### config.mk
export PLATFORM = sky130hd
export DESIGN_NAME = seven_seg_scan_driver
export DESIGN_NICKNAME = d
export VERILOG_FILES = /design/src/rtl/seven_seg_pkg.sv /design/src/rtl/seven_seg_decode.sv /design/src/rtl/seven_seg_scan_driver.sv
export SDC_FILE = /design/constraint.sdc
export NUM_CORES = 1
export LEC_CHECK = 0
export ABC_AREA = 1
export BUFFER_PORTS_ARGS = -buffer_cell sky130_fd_sc_hd__buf_2
export CAP_MARGIN = 10
export CORE_MARGIN = 1.5
export CORE_UTILIZATION = 35
export CTS_CLUSTER_SIZE = 24
export DETAILED_ROUTE_END_ITERATION = 12
export GPL_TIMING_DRIVEN = 0
export PLACE_DENSITY_LB_ADDON = 0.05
export SYNTH_ARGS = -nofsm -noshare
export SYNTH_HDL_FRONTEND = slang
export SYNTH_SLANG_ARGS = --single-unit
### constraint.sdc
create_clock -name clk -period 2.5 [get_ports clk]
set_clock_uncertainty 0.15 [all_clocks]
set_input_delay 0.625 -clock clk [delete_from_list [all_inputs] [get_ports clk]]
set_output_delay 0.625 -clock clk [all_outputs]
set_load 0.01 [all_outputs]
### src/rtl/seven_seg_pkg.sv
// Shared constants for the seven-segment scan driver.
// Patterns are active low, packed as {g,f,e,d,c,b,a}.
package seven_seg_pkg;

  localparam int SEG_W = 7;

  typedef logic [SEG_W-1:0] seg_t;

  // Bit order of a segment word, MSB first.
  typedef struct packed {
    logic g;
    logic f;
    logic e;
    logic d;
    logic c;
    logic b;
    logic a;
  } seg_bits_t;

  localparam seg_t SEG_0     = 7'h40;
  localparam seg_t SEG_1     = 7'h79;
  localparam seg_t SEG_2     = 7'h24;
  localparam seg_t SEG_3     = 7'h30;
  localparam seg_t SEG_4     = 7'h19;
  localparam seg_t SEG_5     = 7'h12;
  localparam seg_t SEG_6     = 7'h02;
  localparam seg_t SEG_7     = 7'h78;
  localparam seg_t SEG_8     = 7'h00;
  localparam seg_t SEG_9     = 7'h10;
  localparam seg_t SEG_A     = 7'h08;
  localparam seg_t SEG_B     = 7'h03;
  localparam seg_t SEG_C     = 7'h46;
  localparam seg_t SEG_D     = 7'h21;
  localparam seg_t SEG_E     = 7'h06;
  localparam seg_t SEG_F     = 7'h0E;
  localparam seg_t SEG_BLANK = 7'h7F;

endpackage

### src/rtl/seven_seg_decode.sv
// Combinational code-to-segment decoder. Codes above 9 show letters only
// when hex_en is set; blank overrides everything.
module seven_seg_decode
  import seven_seg_pkg::*;
(
  input  logic [3:0] code,
  input  logic       hex_en,
  input  logic       blank,
  output logic [6:0] seg
);

  seg_t hex_seg;

  always_comb begin
    hex_seg = SEG_BLANK;
    case (code)
      4'hA:    hex_seg = SEG_A;
      4'hB:    hex_seg = SEG_B;
      4'hC:    hex_seg = SEG_C;
      4'hD:    hex_seg = SEG_D;
      4'hE:    hex_seg = SEG_E;
      4'hF:    hex_seg = SEG_F;
      default: hex_seg = SEG_BLANK;
    endcase
  end

  always_comb begin
    seg = SEG_BLANK;
    if (!blank) begin
      case (code)
        4'h0:    seg = SEG_0;
        4'h1:    seg = SEG_1;
        4'h2:    seg = SEG_2;
        4'h3:    seg = SEG_3;
        4'h4:    seg = SEG_4;
        4'h5:    seg = SEG_5;
        4'h6:    seg = SEG_6;
        4'h7:    seg = SEG_7;
        4'h8:    seg = SEG_8;
        4'h9:    seg = SEG_9;
        default: seg = hex_en ? hex_seg : SEG_BLANK;
      endcase
    end
  end

endmodule

### src/rtl/seven_seg_scan_driver.sv
// Time-multiplexed N-digit seven-segment driver: shadow capture, slot
// prescaler, guard interval, leading-zero blanking, registered pin outputs.
module seven_seg_scan_driver
  import seven_seg_pkg::*;
#(
  parameter int NUM_DIGITS    = 4,
  parameter int SLOT_CYCLES   = 100000,
  parameter int GUARD_CYCLES  = 16,
  parameter int HEX_MODE      = 0,
  parameter int BLANK_LZ      = 1,
  parameter int ANODE_ACT_LOW = 1
) (
  input  logic                    clk,
  input  logic                    rst_n,
  input  logic                    en,
  input  logic                    load,
  input  logic [4*NUM_DIGITS-1:0] bcd_in,
  input  logic [NUM_DIGITS-1:0]   dp_in,
  output logic [6:0]              segment,
  output logic                    dp,
  output logic [NUM_DIGITS-1:0]   anode,
  output logic [((NUM_DIGITS > 1) ? $clog2(NUM_DIGITS) : 1)-1:0] digit_idx
);

  localparam int IDX_W = (NUM_DIGITS > 1) ? $clog2(NUM_DIGITS) : 1;
  localparam int PRE_W = (SLOT_CYCLES > 1) ? $clog2(SLOT_CYCLES) : 1;

  localparam logic [PRE_W-1:0] PRE_LAST  = PRE_W'(SLOT_CYCLES - 1);
  localparam logic [PRE_W-1:0] GUARD_END = PRE_W'(GUARD_CYCLES);
  localparam logic [IDX_W-1:0] IDX_LAST  = IDX_W'(NUM_DIGITS - 1);
  localparam logic             HEX_EN    = (HEX_MODE != 0);
  localparam logic             LZ_EN     = (BLANK_LZ != 0);
  localparam logic             AN_LOW    = (ANODE_ACT_LOW != 0);

  if (NUM_DIGITS < 1 || NUM_DIGITS > 8) begin : g_bad_digits
    $error("NUM_DIGITS out of range 1..8");
  end
  if (SLOT_CYCLES < GUARD_CYCLES + 1) begin : g_bad_slot
    $error("SLOT_CYCLES must exceed GUARD_CYCLES");
  end

  logic [NUM_DIGITS-1:0][3:0] shadow;
  logic [NUM_DIGITS-1:0]      shadow_dp;
  logic [PRE_W-1:0]           pre;

  logic [NUM_DIGITS-1:0]      lz;
  logic [NUM_DIGITS-1:0]      sel;
  logic [NUM_DIGITS-1:0]      an_on;
  logic [3:0]                 cur_code;
  logic                       cur_blank;
  logic [6:0]                 dec_seg;

  // Scan state: shadow capture is independent of en so loads are never lost.
  always_ff @(posedge clk or negedge rst_n) begin
    if (!rst_n) begin
      shadow    <= '0;
      shadow_dp <= '0;
      pre       <= '0;
      digit_idx <= '0;
    end else begin
      if (load) begin
        shadow    <= bcd_in;
        shadow_dp <= dp_in;
      end
      if (en) begin
        if (pre == PRE_LAST) begin
          pre       <= '0;
          digit_idx <= (digit_idx == IDX_LAST) ? '0 : digit_idx + 1'b1;
        end else begin
          pre <= pre + 1'b1;
        end
      end
    end
  end

  // lz[i]: digits N-1..i of the shadow are all zero.
  always_comb begin
    lz = '0;
    lz[NUM_DIGITS-1] = (shadow[NUM_DIGITS-1] == 4'h0);
    for (int i = NUM_DIGITS - 2; i >= 0; i--)
      lz[i] = lz[i+1] && (shadow[i] == 4'h0);
  end

  always_comb begin
    sel = '0;
    for (int i = 0; i < NUM_DIGITS; i++)
      sel[i] = (digit_idx == IDX_W'(i));
  end

  assign cur_code  = shadow[digit_idx];
  assign cur_blank = LZ_EN && (digit_idx != '0) && lz[digit_idx];
  assign an_on     = (en && (pre >= GUARD_END)) ? sel : '0;

  seven_seg_decode u_dec (
    .code   (cur_code),
    .hex_en (HEX_EN),
    .blank  (cur_blank),
    .seg    (dec_seg)
  );

  // Pin registers: everything the pins show lags the scan state by one cycle.
  always_ff @(posedge clk or negedge rst_n) begin
    if (!rst_n) begin
      segment <= SEG_BLANK;
      dp      <= 1'b1;
      anode   <= AN_LOW ? '1 : '0;
    end else begin
      segment <= en ? dec_seg : SEG_BLANK;
      dp      <= en ? ~shadow_dp[digit_idx] : 1'b1;
      anode   <= AN_LOW ? ~an_on : an_on;
    end
  end

endmodule
Yosys cells after proc, flatten, opt, wreduce, memory -nomap -nowiden. Index checks and enable logic that the tools add are counted.

Flip-flop bits (word level): 51. Latch bits: 0. Bits in writable memories: 0. ROM bits: 0. Bits of input ports: 24. Output and inout port bits: 14. Word-level logic and storage cells: 55. Memories: 0.

Add/sub/neg operators: 2. Multipliers: 0. Div/mod/pow operators: 0. $lt $le $gt $ge: 2. Eq/ne operators: 13. Shifts and indexed selects: 0. Multiplexer cells: 13. Bitwise logic cells: 2. Reductions and logical operators: 13.

Operator list (count): case mux 7 bit (10 select lines) (1); logical NOT 4 bit (5); adder 17 x 1 -> 17 bit (second input constant) (1); == test 17 bit (second input constant) (1); greater-or-equal comparator 17 x 5 -> 1 bit (second input constant) (1); two-way mux 17 bit (1); == test 4 x 3 -> 1 bit (second input constant) (4); two-way mux 7 bit (2); binary-select mux 4 bit (select 2 bit) (1); == test 4 x 2 -> 1 bit (second input constant) (2); == test 4 bit (second input constant) (2); two-way mux 4 bit (2); logical AND 1 bit (5); binary-select mux 1 bit (select 2 bit) (2); == test 2 bit (second input constant) (2); == test 4 x 1 -> 1 bit (second input constant) (1); inverter 4 bit (1); < comparator 2 x 3 -> 1 bit (second input constant) (1); two-way mux 1 bit (3); adder 2 x 1 -> 2 bit (second input constant) (1); == test 2 x 1 -> 1 bit (second input constant) (1); logical NOT 2 bit (1); two-way mux 2 bit (1); AND reduction 2 bit (1); 2 further kinds (2).

Logic depth before layout (Yosys ltp). Gate-level depths: netlist of the first run.

Depth in word-level cells: 9. Depth in mapped cells: 11. Depth with buffers taken out: 10.

Modules after synthesis. From an unflattened synthesis of the first run, not the netlist that was laid out.

Cell total of the unflattened synthesis: 360. Area total of the unflattened synthesis: 2797.7 um^2.

By module, submodules not included: seven_seg_scan_driver (times used 1, cells each 304, area an instance 2568.7 um^2, seq. area each 1291.2 um^2); seven_seg_decode (times used 1, cells each 56, area an instance 229.0 um^2, seq. area each 0.0 um^2).

Least setup slack after synthesis of the first run. OpenSTA, ideal clock, no wires.

Path kind: reg-to-reg. Start point: register digit_idx[0] (netlist name). End point: register segment[6]. Setup time: 0.064 ns. Arrival time: 1.616 ns. Required time: 2.286 ns. Path slack: 0.670 ns. Stages on the path, launching flop included: 12. Path buffers: 1. Clock period less this slack: 1.830 ns. Cells stage by stage: dfrtp_1 inv_2 buf_6 ha_1 or2_2 nor2_1 nand2_1 inv_1 nand2_1 nand2_1 nor2_4 nand3_1.

Word-level cells in the longest chain between the ends: 6. Elaborated cells between the ends (all ways): 19. Classes of those cells: eq/ne (9); mux (7); reduce/logical (3).

RTL lines: start: declaration (line seven_seg_scan_driver.sv:22) `output logic [((NUM_DIGITS > 1) ? $clog2(NUM_DIGITS) : 1)-1:0] digit_idx`; start signal: assignment (line seven_seg_scan_driver.sv:68) `digit_idx <= (digit_idx == IDX_LAST) ? '0 : digit_idx + 1'b1;`; binary-select mux 4 bit (select 2 bit) (line seven_seg_scan_driver.sv:90) `assign cur_code = shadow[digit_idx];`; two-way mux 4 bit (not written as such) (line seven_seg_scan_driver.sv:90); == test 4 bit (tied with other cells) (line seven_seg_decode.sv:30) `case (code)`; case mux 7 bit (10 select lines) (line seven_seg_decode.sv:30); two-way mux 7 bit (*) (line seven_seg_decode.sv:29) `if (!blank) begin`; two-way mux 7 bit (*) (line seven_seg_scan_driver.sv:108) `segment <= en ? dec_seg : SEG_BLANK;`; end signal: assignment (line seven_seg_scan_driver.sv:108); end: declaration (line seven_seg_scan_driver.sv:19) `output logic [6:0] segment,`.

Mark *: on every way between the ends. The rest lies on a longest branch, timed or not. The select of a mux whose other input is x is not followed. A chain may end at the register's enable or synchronous reset.

Worst setup path after layout of the first run.
Start point: register digit_idx[0] (netlist name). End point: register segment[1].

The elaborated chain is that of the path after synthesis.

==> impl_results.md, run 1 <==
- Outcome: finished, final reports clean
- Resized Gates After CTS: 0
- Kind of capture point of the worst setup path: flop
- WP data arrival: 2.14 ns
- TritonRoute pass-1 iters: 4
- Final Setup Violations: 0
- Power density over the cells: 592 nW/um2
- Count of cells along the worst register-to-register path: 11
- Final wirelength: 5720 um
- Inserted Diodes: 0
- Post-synthesis instance total: 315
- Initial Utilization: 36.5%
- Average size of a mapped cell: 8.49 um2
- DR WL/cell: 12.5 um
- Clock sinks: 51
- Peak supply drop: 0.000210 V
- Area share of the largest cell type after synthesis: 36.5%
- RR Startpoint: digit_idx[0]
- Final cell utilization of the core: 42.0%
- Worst slack at placement: 0.482 ns
- Hold buffers post-CTS: 0
- Full die area: 8180 um2
- Top-level I/O count: 38
- Input/output buffers: 36
- Post-route worst setup slack: 0.460 ns
- Detailed placer's ending HPWL: 4230 um
- Critical path peak fanout: 11
- Worst skew pair latency: 0.30 ns
- Number of violations of the max-capacitance limit: 0
- Die height: 90.4 um
- CTS Root Cell: clkbuf_8
- Combined area of all synthesized cells: 2680 um2
- Post-route fraction of the period consumed by the critical path: 81.6%
- Cell type contributing the most total cell area after synthesis: dfrtp_1
- TritonCTS clock tree: done
- Count of yosys warnings during synthesis: 0
- CP startpoint: digit_idx[0]
- Startpoint type of the worst setup path: flop
- Number of distinct library cells after synthesis: 29
- Crit path capture: segment[1]
- Post-synthesis sequential element count: 51
- Vias: 2100
- Clock buffer depth: 2
- Largest cells by area after synthesis: dfrtp_1 36%, dfstp_2 12%, nand2_1 11%
- Hold violation total from the final report: 0
- RSZ-0062 raised after global routing: false
- Slack of the worst reg-to-reg path: 0.46 ns
- HP Class: input port to asynchronous set/reset pin
- Clock input transition at the sequential cells of the worst setup and hold paths: 0.09 ns
- Pin count of the biggest net entering global routing: 52
- Setup repair bufs after CTS: 0
- H-tree levels: 2
- Critical Path RT: 2.60 ns
- Leakage power total: 1.50 nW
- # DRC: 0
- Proportion of layout cells with a drive suffix above 1: 27.2%
- Number of standard cells in the layout, taps in and fillers out: 459
- Relative slew slack: 70.2%
- Synthesis-to-layout area growth: 15.2%
- GRT overflow: 0
- Setup TNS: 0 ns
- Count of antenna-violating nets left after detailed routing: 0
- Final Critical Period: 2.04 ns
- Number of cell rows: 31
- Measured slew at the worst slew-check pin: 0.447 ns
- DP Cell Count: 450
- Global router's overall resource usage: 15.1%
- Net Count, Synth: 345
- Clock buffers created by TritonCTS: 5
- Sequential element share of the synthesized area: 48.3%
- Starting DRT DRC Count: 134
- Achievable frequency: 490 MHz
- Antenna violations before repair: 0
- Number of nets at the end of the flow: 389
- Area of the core: 7330 um2
- Overall power of the completed layout: 1.82 mW
- Mean number of vias per cell: 4.58
- First-pass GRT wire length: 9870 um
- Die span in x: 90.4 um
- Routability-driven placement congestion ratio: 0.835
- WS Path Type: flop to flop
- Worst reg2reg path endpoint: segment[1]
- Final slew viol count: 0
- Number of global-route vias before repair: 2048
-- metal layers --
layer	vias to the layer above	global-route usage (%)	wire length (um)
met1	972	22.7	3140
met4	0	4.37	68
met5	-	0	0
li1	1085	-	-
met2	37	21.9	2340
met3	6	2.95	169
-- Yosys cell counts --
master and count:
a21oi_2 2, nand3_1 24, xnor2_1 1, ha_1 6, a21oi_1 5, clkbuf_1 2, nand3b_1 1, nand2_1 81
buf_2 2, xor2_1 8, nor3b_1 2, nand3_2 4, mux2_2 11, nand2_2 8, or2_2 2, nor3_1 5
nor3_2 1, o21ai_0 17, nand4_1 8, dfrtp_1 39, dfstp_2 12, nor2_1 26, nor2_2 6, inv_1 35
nand2_4 1, buf_6 2, nor2_4 1, buf_4 1, inv_2 2
-- critical path, stage by stage, from the launching register on --
cell and delay, ns:
dfrtp_1 0.57, inv_2 0.07, buf_6 0.16, ha_1 0.23
or2_2 0.29, nor2_1 0.10, nand2_1 0.05, inv_1 0.04
nand2_1 0.06, nand2_1 0.11, nor2_4 0.07, nand3_1 0.07
-- cell families after synthesis --
logic type / share of synthesized area [%]
flip-flops: 48.3
XOR/XNOR: 2.95
buffers and inverters: 6.97
AO/OA/AOI/OAI: 4.77
multiplexers: 4.63
adder cells (fa/ha/maj): 2.81
AND/OR/NAND/NOR: 29.6
-- area by class of cell --
type	instances	area (um2)
Sequential cell	51	1290
Clock inverter	1	5.00
Fill cell	761	4250
Clock buffer	7	76.3
Tap cell	99	124
Buffer	7	47.5
Inverter	37	139
Multi-Input combinational cell	220	1200
Timing Repair Buffer	37	200
-- layout by cell type (no fill, tap or decap), types with 5 or more instances in the layout --
master / n
nand2_1: 81
a21oi_1: 5
clkbuf_8: 5
inv_1: 35
nor2_2: 6
xor2_1: 8
dfrtp_1: 39
ha_1: 6
nand4_1: 8
nor2_1: 26
mux2_2: 11
buf_2: 38
dfstp_2: 12
nand3_1: 24
nor3_1: 5
o21ai_0: 17
nand2_2: 8
-- power breakdown --
group | switching (mW) | internal, mW
registers | 0.0891 | 0.928
clock network | 0.268 | 0.197
logic | 0.199 | 0.141
-- metrics by stage --
step / cell area, um2 / hold WS [ns]
global placement: 2980 / 0.338
global route: 3080 / 0.0305
detailed placement: 2980 / 0.346
finish: 3080 / 0.0259
CTS: 3060 / 0.362
floorplan: 2680 / 0.179
-- state kept, by name, indices dropped and copies added, names as in the netlist --
register / flops
shadow_dp: 4
dp: 1
segment: 7
digit_idx: 2
pre: 17
shadow: 16
anode: 4
-- how the worst min path moves through the flow --
stage	start	end	slack [ns]	cells past startpoint
floorplan	rst_n	digit_idx[0]	0.18	0
global placement	pre[14]	pre[14]	0.34	2
detailed placement	pre[14]	pre[14]	0.35	2
CTS	dp_in[2]	shadow_dp[2]	0.36	3
global route	rst_n	pre[6]	0.03	1
finish	rst_n	pre[6]	0.03	1
(Power assumes the default switching activity.)
==> run 2: changes to the inputs <==
--- a/config.mk
+++ b/config.mk
@@ -5,7 +5,7 @@
 export SDC_FILE = /design/constraint.sdc
 export NUM_CORES = 1
 export LEC_CHECK = 0
-export ABC_AREA = 1
+export ABC_AREA = 0
 export BUFFER_PORTS_ARGS = -buffer_cell sky130_fd_sc_hd__buf_2
 export CAP_MARGIN = 10
 export CORE_MARGIN = 1.5
==> constraint.sdc (replaced) <==
create_clock -name clk -period 2.12 [get_ports clk]
set_clock_uncertainty 0.15 [all_clocks]
set_input_delay 0.53 -clock clk [delete_from_list [all_inputs] [get_ports clk]]
set_output_delay 0.53 -clock clk [all_outputs]
set_load 0.01 [all_outputs]
==> run 2 against run 1 <==
  * Total power rose by 17%
  * Largest cell class unchanged
  * Clock power grew 33%
  * Non-clock buffer count is 5 higher
  * Area after synthesis is 9.1% lower
==> impl_results.md, run 2 <==
- Outcome: finished, final reports clean
- Power density over the cells: 745 nW/um2 (+26%)
- Relative slew slack: 64.7% (-5.6 points)
- Area share of the largest cell type after synthesis: 40.1% (+3.7 points)
- Antenna violations before repair: 0 (unchanged)
- Setup TNS: 0 ns (unchanged)
- Peak supply drop: 0.000334 V (+59%)
- WS Path Type: flop to flop
- Most frequently used flop master after synthesis: dfrtp_1
- RR Startpoint: pre[12]
- Slack of the worst reg-to-reg path: 0.16 ns (-0.30 ns)
- H-tree levels: 2 (unchanged)
- Startpoint type of the worst setup path: flop
- Top Registers: pre x17, shadow x16, segment x7
- Die span in x: 86.3 um (-4.5%)
- Number of cell rows: 30 (-3.2%)
- Post-synthesis sequential element count: 51 (unchanged)
- Post-synth ARST share: 100% (unchanged)
- Number of flip-flops under the largest register name: 17 (unchanged)
- Top-level I/O count: 38 (unchanged)
- Input/output buffers: 36 (unchanged)
- Final wirelength: 5040 um (-12%)
- Combined area of all synthesized cells: 2430 um2 (-9.1%)
- Measured slew at the worst slew-check pin: 0.530 ns (+0.0834 ns)
- Number of nets at the end of the flow: 280 (-28%)
- DR WL/cell: 15.2 um (+22%)
- Cell type contributing the most total cell area after synthesis: dfrtp_1
- Most frequent cells after synthesis: 39 x dfrtp_1, 21 x mux2_2, 14 x nand2_1
- Clock input transition at the sequential cells of the worst setup and hold paths: 0.09 ns (about the same)
- Top-count cell post-synth: dfrtp_1
- CTS Root Cell: clkbuf_8
- Kind of capture point of the worst setup path: flop
- Mean number of vias per cell: 5.08 (+11%)
- Proportion of layout cells with a drive suffix above 1: 39.0% (+12 points)
- Clock sinks: 51 (unchanged)
- Final Setup Violations: 0 (unchanged)
- Vias: 1683 (-20%)
- Final cell utilization of the core: 42.5% (+0.52 points)
- Starting DRT DRC Count: 77 (-43%)
- Routability-driven placement congestion ratio: 0.714 (-14%)
- Largest cells by area after synthesis: dfrtp_1 40%, dfstp_2 13%, mux2_2 9.7%
- Final Critical Period: 1.96 ns (-0.0822 ns)
- Inserted Diodes: 0 (unchanged)
- Number of global-route vias before repair: 1662 (-19%)
- Net Count, Synth: 232 (-33%)
- Crit path capture: digit_idx[1]
- Leakage power total: 1.26 nW (-16%)
- Initial Utilization: 36.0% (-0.51 points)
- Critical Path RT: 2.17 ns (-0.43 ns)
- Worst hold slack across all endpoints: 0.0385 ns (+0.0127 ns)
- Average size of a mapped cell: 12.0 um2 (+42%)
- GRT overflow: 0 (unchanged)
- Achievable frequency: 511 MHz (+4.2%)
- Number of distinct library cells after synthesis: 42 (+45%)
- Count of cells along the worst register-to-register path: 4 (-7)
- Global router's overall resource usage: 15.0% (-0.13 points)
- RSZ-0062 raised after global routing: false
- Number of violations of the max-capacitance limit: 0 (unchanged)
- # DRC: 0 (unchanged)
- Hold violation total from the final report: 0 (unchanged)
- Final slew viol count: 0 (unchanged)
- Worst reg2reg path endpoint: digit_idx[1]
- Detailed placer's ending HPWL: 3480 um (-18%)
- First-pass GRT wire length: 8710 um (-12%)
- Biggest register: pre
- TritonCTS clock tree: done
- HP Class: input port to asynchronous set/reset pin
- Full die area: 7450 um2 (-8.8%)
- Die height: 86.3 um (-4.5%)
- Synthesis-to-layout area growth: 18.2%
- Critical path peak fanout: 8 (-3)
- Area of the core: 6760 um2 (-7.8%)
- Clock buffer depth: 2 (unchanged)
- Commonest cells after routing, fill and taps aside: 38 x buf_2, 38 x dfrtp_1, 21 x mux2_2
- CP startpoint: pre[12]
- WP data arrival: 2.00 ns (-0.14 ns)
- Number of synthesized flops with an enable pin: 0 (unchanged)
- Post-synthesis instance total: 202 (-36%)
- Clock buffers created by TritonCTS: 5 (unchanged)
- Count of yosys warnings during synthesis: 0 (unchanged)
- Count of antenna-violating nets left after detailed routing: 0 (unchanged)
- Worst skew pair latency: 0.30 ns (about the same)
- Pin count of the biggest net entering global routing: 52 (unchanged)
- Sequential element share of the synthesized area: 53.1% (+4.8 points)
- Post-route fraction of the period consumed by the critical path: 92.4% (+11 points)
- TritonRoute pass-1 iters: 4 (unchanged)
==> run 2: per-stage QoR <==
| step | setup slack, ns | power, mW | cell area [um2] | std cells |
|---|---|---|---|---|
| 3_5_place_dp | -0.0193 | 1.54 | 2710 | 318 |
| 5_1_grt | 0.0169 | 2.29 | 2870 | 331 |
| 3_3_place_gp | -0.0478 | 1.53 | 2710 | 318 |
| 6_report | 0.162 | 2.14 | 2870 | 331 |
| 2_1_floorplan | 0.253 | 1.41 | 2430 | 202 |
| 4_1_cts | 0.0470 | 2.17 | 2820 | 327 |
==> run 2: final cells by class <==
class / count / area [um2]
Buffer: 8 / 55.1
Clock buffer: 8 / 100
Fill cell: 685 / 3880
Inverter: 8 / 30.0
Multi-Input combinational cell: 135 / 1070
Sequential cell: 51 / 1290
Tap cell: 80 / 100
Timing Repair Buffer: 41 / 230
==> run 2: worst min-delay path by stage <==
stage / end / slack [ns] / depth (start not counted)
after global routing: pre[15] / 0.06 / 1
after detailed placement: shadow_dp[3] / 0.34 / 1
after floorplan: digit_idx[0] / 0.08 / 0
after global placement: shadow_dp[2] / 0.34 / 1
after CTS: shadow_dp[1] / 0.29 / 2
final: pre[15] / 0.04 / 1
==> run 2: power by group <==
part / switching, mW / internal [mW]
Clock: 0.319 / 0.299
Sequential: 0.101 / 1.09
Combinational: 0.163 / 0.172
==> run 2: kinds of logic (layout without fill, tap and decap cells) <==
kind of cell | after synthesis | count (layout) | share of synthesized area [%]
compound gates | 27 | 27 | 7.05
fa+ha+maj | 6 | 6 | 3.09
mux | 26 | 26 | 14.5
buf+inv | 16 | 65 | 3.40
xor+xnor | 13 | 13 | 4.68
flops | 51 | 51 | 53.1
simple gates | 63 | 63 | 14.2
==> run 2: repair_timing <==
item / 4_1_cts / 5_1_grt
hold buffers: 0 / 0
buffers inserted: 1 / 3
setup endpoints to repair: 1 / 7
pin swaps: 1 / 1
gates resized for setup: 0 / 5
==> run 2: layer usage <==
| layer | vias to the layer above | GRT usage [%] | routed length [um] |
|---|---|---|---|
| met2 | 31 | 21.2 | 2260 |
| met1 | 827 | 22.9 | 2560 |
| met5 | - | 0 | 0 |
| met3 | 4 | 3.43 | 174 |
| met4 | 0 | 4.40 | 46 |
| li1 | 821 | - | - |
==> run 2: worst max-delay path, stage by stage (launching register included) <==
cell	delay (ns)
dfrtp_1	0.44
nor4_1	0.38
nand4_1	0.26
nor2_4	0.27
mux2_2	0.36
==> run 3: changes to the inputs <==
--- a/config.mk
+++ b/config.mk
@@ -6,7 +6,7 @@
 export NUM_CORES = 1
 export LEC_CHECK = 0
 export ABC_AREA = 0
-export BUFFER_PORTS_ARGS = -buffer_cell sky130_fd_sc_hd__buf_2
+export BUFFER_PORTS_ARGS = -buffer_cell sky130_fd_sc_hd__clkbuf_2
 export CAP_MARGIN = 10
 export CORE_MARGIN = 1.5
 export CORE_UTILIZATION = 35
==> run 3 against run 2 <==
  * Count of clock-buffer cells in the layout down 2
  * Clock power decreased by 13%
  * Die area did not move
  * First-iteration DRC count fell by 23%
  * Critical path depth is the same
  * Highest routed layer unchanged
  * Flip-flop and latch count is the same
  * Sequential power about the same
  * Largest cell class unchanged
  * Global-route usage is 0.77 points lower
  * Combinational power about the same
==> impl_results.md, run 3 (synthesized netlist as in run 2, its figures left out) <==
- Die height: 86.3 um (unchanged)
- Number of flip-flops under the largest register name: 17 (unchanged)
- Peak supply drop: 0.000244 V (-27%)
- Number of nets at the end of the flow: 279 (-0.36%)
- Slowest library cell on the worst path: dfrtp_1
- Worst skew pair latency: 0.30 ns (about the same)
- Full die area: 7450 um2 (unchanged)
- Post-route fraction of the period consumed by the critical path: 93.2% (+0.83 points)
- Overall power of the completed layout: 2.06 mW (-3.8%)
- Count of antenna-violating nets left after detailed routing: 0 (unchanged)
- Outcome: finished, final reports clean
- Most common cell after layout, fill and taps aside: dfrtp_1
- Commonest cells after routing, fill and taps aside: 38 x dfrtp_1, 36 x clkbuf_2, 21 x mux2_2
- DR WL/cell: 14.7 um (-3.5%)
- H-tree levels: 2 (unchanged)
- Clock buffers created by TritonCTS: 5 (unchanged)
- Number of cell rows: 30 (unchanged)
- Clock buffer depth: 2 (unchanged)
- Hold buffers post-CTS: 0 (unchanged)
- # DRC: 0 (unchanged)
- Vias: 1682 (-0.059%)
- CP max stage delay: 0.44 ns (about the same)
- Area of the core: 6760 um2 (unchanged)
- Initial Utilization: 36.0% (unchanged)
- Startpoint type of the worst setup path: flop
- Inserted Diodes: 0 (unchanged)
- TritonCTS clock tree: done
- Clock sinks: 51 (unchanged)
- Routability-driven placement congestion ratio: 0.726 (+1.7%)
- WS Path Type: flop to flop
- Global router's overall resource usage: 14.2% (-0.77 points)
- GRT overflow: 0 (unchanged)
- TritonRoute pass-1 iters: 4 (unchanged)
- RSZ-0062 raised after global routing: false
- Crit path capture: digit_idx[1]
- Number of global-route vias before repair: 1617 (-2.7%)
- Final slew viol count: 0 (unchanged)
- First-pass GRT wire length: 8140 um (-6.6%)
- WP data arrival: 2.02 ns (+0.02 ns)
- Count of cells along the worst register-to-register path: 4 (unchanged)
- Antenna violations before repair: 0 (unchanged)
- Hold violation total from the final report: 0 (unchanged)
- CP startpoint: pre[12]
- Final Setup Violations: 0 (unchanged)
- Sum of buffers and inverters on the critical path: 0 (unchanged)
- Starting DRT DRC Count: 59 (-23%)
- Final wirelength: 4850 um (-3.8%)
- Critical path peak fanout: 8 (unchanged)
- Clock input transition at the sequential cells of the worst setup and hold paths: 0.09 ns (about the same)
- Cell chain of the critical path: nor4_1 > nand4_1 > nor2_4 > mux2_2
- Power density over the cells: 722 nW/um2 (-3.1%)
- Measured slew at the worst slew-check pin: 0.675 ns (+0.145 ns)
- Delay-heaviest family, CP: simple AND/OR/NAND/NOR gates
- CTS Root Cell: clkbuf_8
- Achievable frequency: 506 MHz (-0.89%)
- Proportion of layout cells with a drive suffix above 1: 38.4% (-0.64 points)
- Top Registers: pre x17, shadow x16, segment x7
- HP Class: input port to asynchronous set/reset pin
- Detailed placer's ending HPWL: 3570 um (+2.8%)
- Mean number of vias per cell: 5.10 (+0.24%)
- RR Startpoint: pre[12]
- Final Critical Period: 1.98 ns (+0.0176 ns)
- Biggest register: pre
- Die span in x: 86.3 um (unchanged)
- Final cell utilization of the core: 42.2% (-0.31 points)
- Leakage power total: 1.26 nW (+0.30%)
- Synthesis-to-layout area growth: 17.3%
- Critical Path RT: 2.16 ns (about the same)
- Top-level I/O count: 38 (unchanged)
- Kind of capture point of the worst setup path: flop
- Cell count along the critical path: 4 (unchanged)
- Slack of the worst reg-to-reg path: 0.14 ns (-0.02 ns)
- Pin count of the biggest net entering global routing: 27 (-48%)
- Input/output buffers: 36 (unchanged)
- Worst reg2reg path endpoint: digit_idx[1]
- Relative slew slack: 55.0% (-9.7 points)
- Number of violations of the max-capacitance limit: 0 (unchanged)
[run 3: per-stage QoR]
stage	setup TNS [ns]	worst slack (ns)	area, um2	instances	hold slack, ns
after floorplan	0	0.253	2430	202	0.0844
after global placement	-0.0263	-0.0263	2710	318	0.341
after detailed placement	-0.0613	-0.0332	2730	319	0.342
after CTS	0	0.0572	2820	328	0.127
after global routing	0	0.0146	2850	330	0.140
final	0	0.144	2850	330	0.106
[run 3: how the worst min path moves through the flow]
stage / from / end / slack [ns]
CTS: rst_n / shadow[2] / 0.13
finish: rst_n / pre[14] / 0.11
floorplan: rst_n / digit_idx[0] / 0.08
global placement: shadow_dp[2] / shadow_dp[2] / 0.34
detailed placement: shadow_dp[3] / shadow_dp[3] / 0.34
global route: rst_n / shadow[0] / 0.14
[run 3: metal layers]
metal	share of wire, %	GRT usage [%]	wire length [um]
met1	51	21.5	2490
met2	43	20.0	2070
met3	4.5	3.24	220
met4	1.2	4.84	58
met5	0	0	0
[run 3: report_power, final]
part | leakage (nW) | switching, mW | total [mW] | internal, mW
clock network | 0.0426 | 0.311 | 0.539 | 0.228
registers | 0.600 | 0.101 | 1.19 | 1.09
logic | 0.622 | 0.161 | 0.333 | 0.171
total | 1.26 | 0.574 | 2.06 | 1.49
[run 3: worst reg2reg max path: cells and delay by family, from the launching register on]
family        cells  cell delay [ns]
flops             1             0.44
mux               1             0.36
simple gates      3             0.92
[run 3: timing repair]
action	in CTS	in global routing
gates resized for setup	0	7
buffers inserted	1	2
pin swaps	1	1
setup endpoints to repair	1	8
gates cloned	0	0
[run 3: layout make-up]
type | count | area [um2]
Buffer | 8 | 62.6
Clock buffer | 6 | 72.6
Clock inverter | 2 | 8.76
Fill cell | 669 | 3900
Inverter | 8 | 30.0
Multi-Input combinational cell | 135 | 1060
Sequential cell | 51 | 1290
Tap cell | 80 | 100
Timing Repair Buffer | 40 | 223
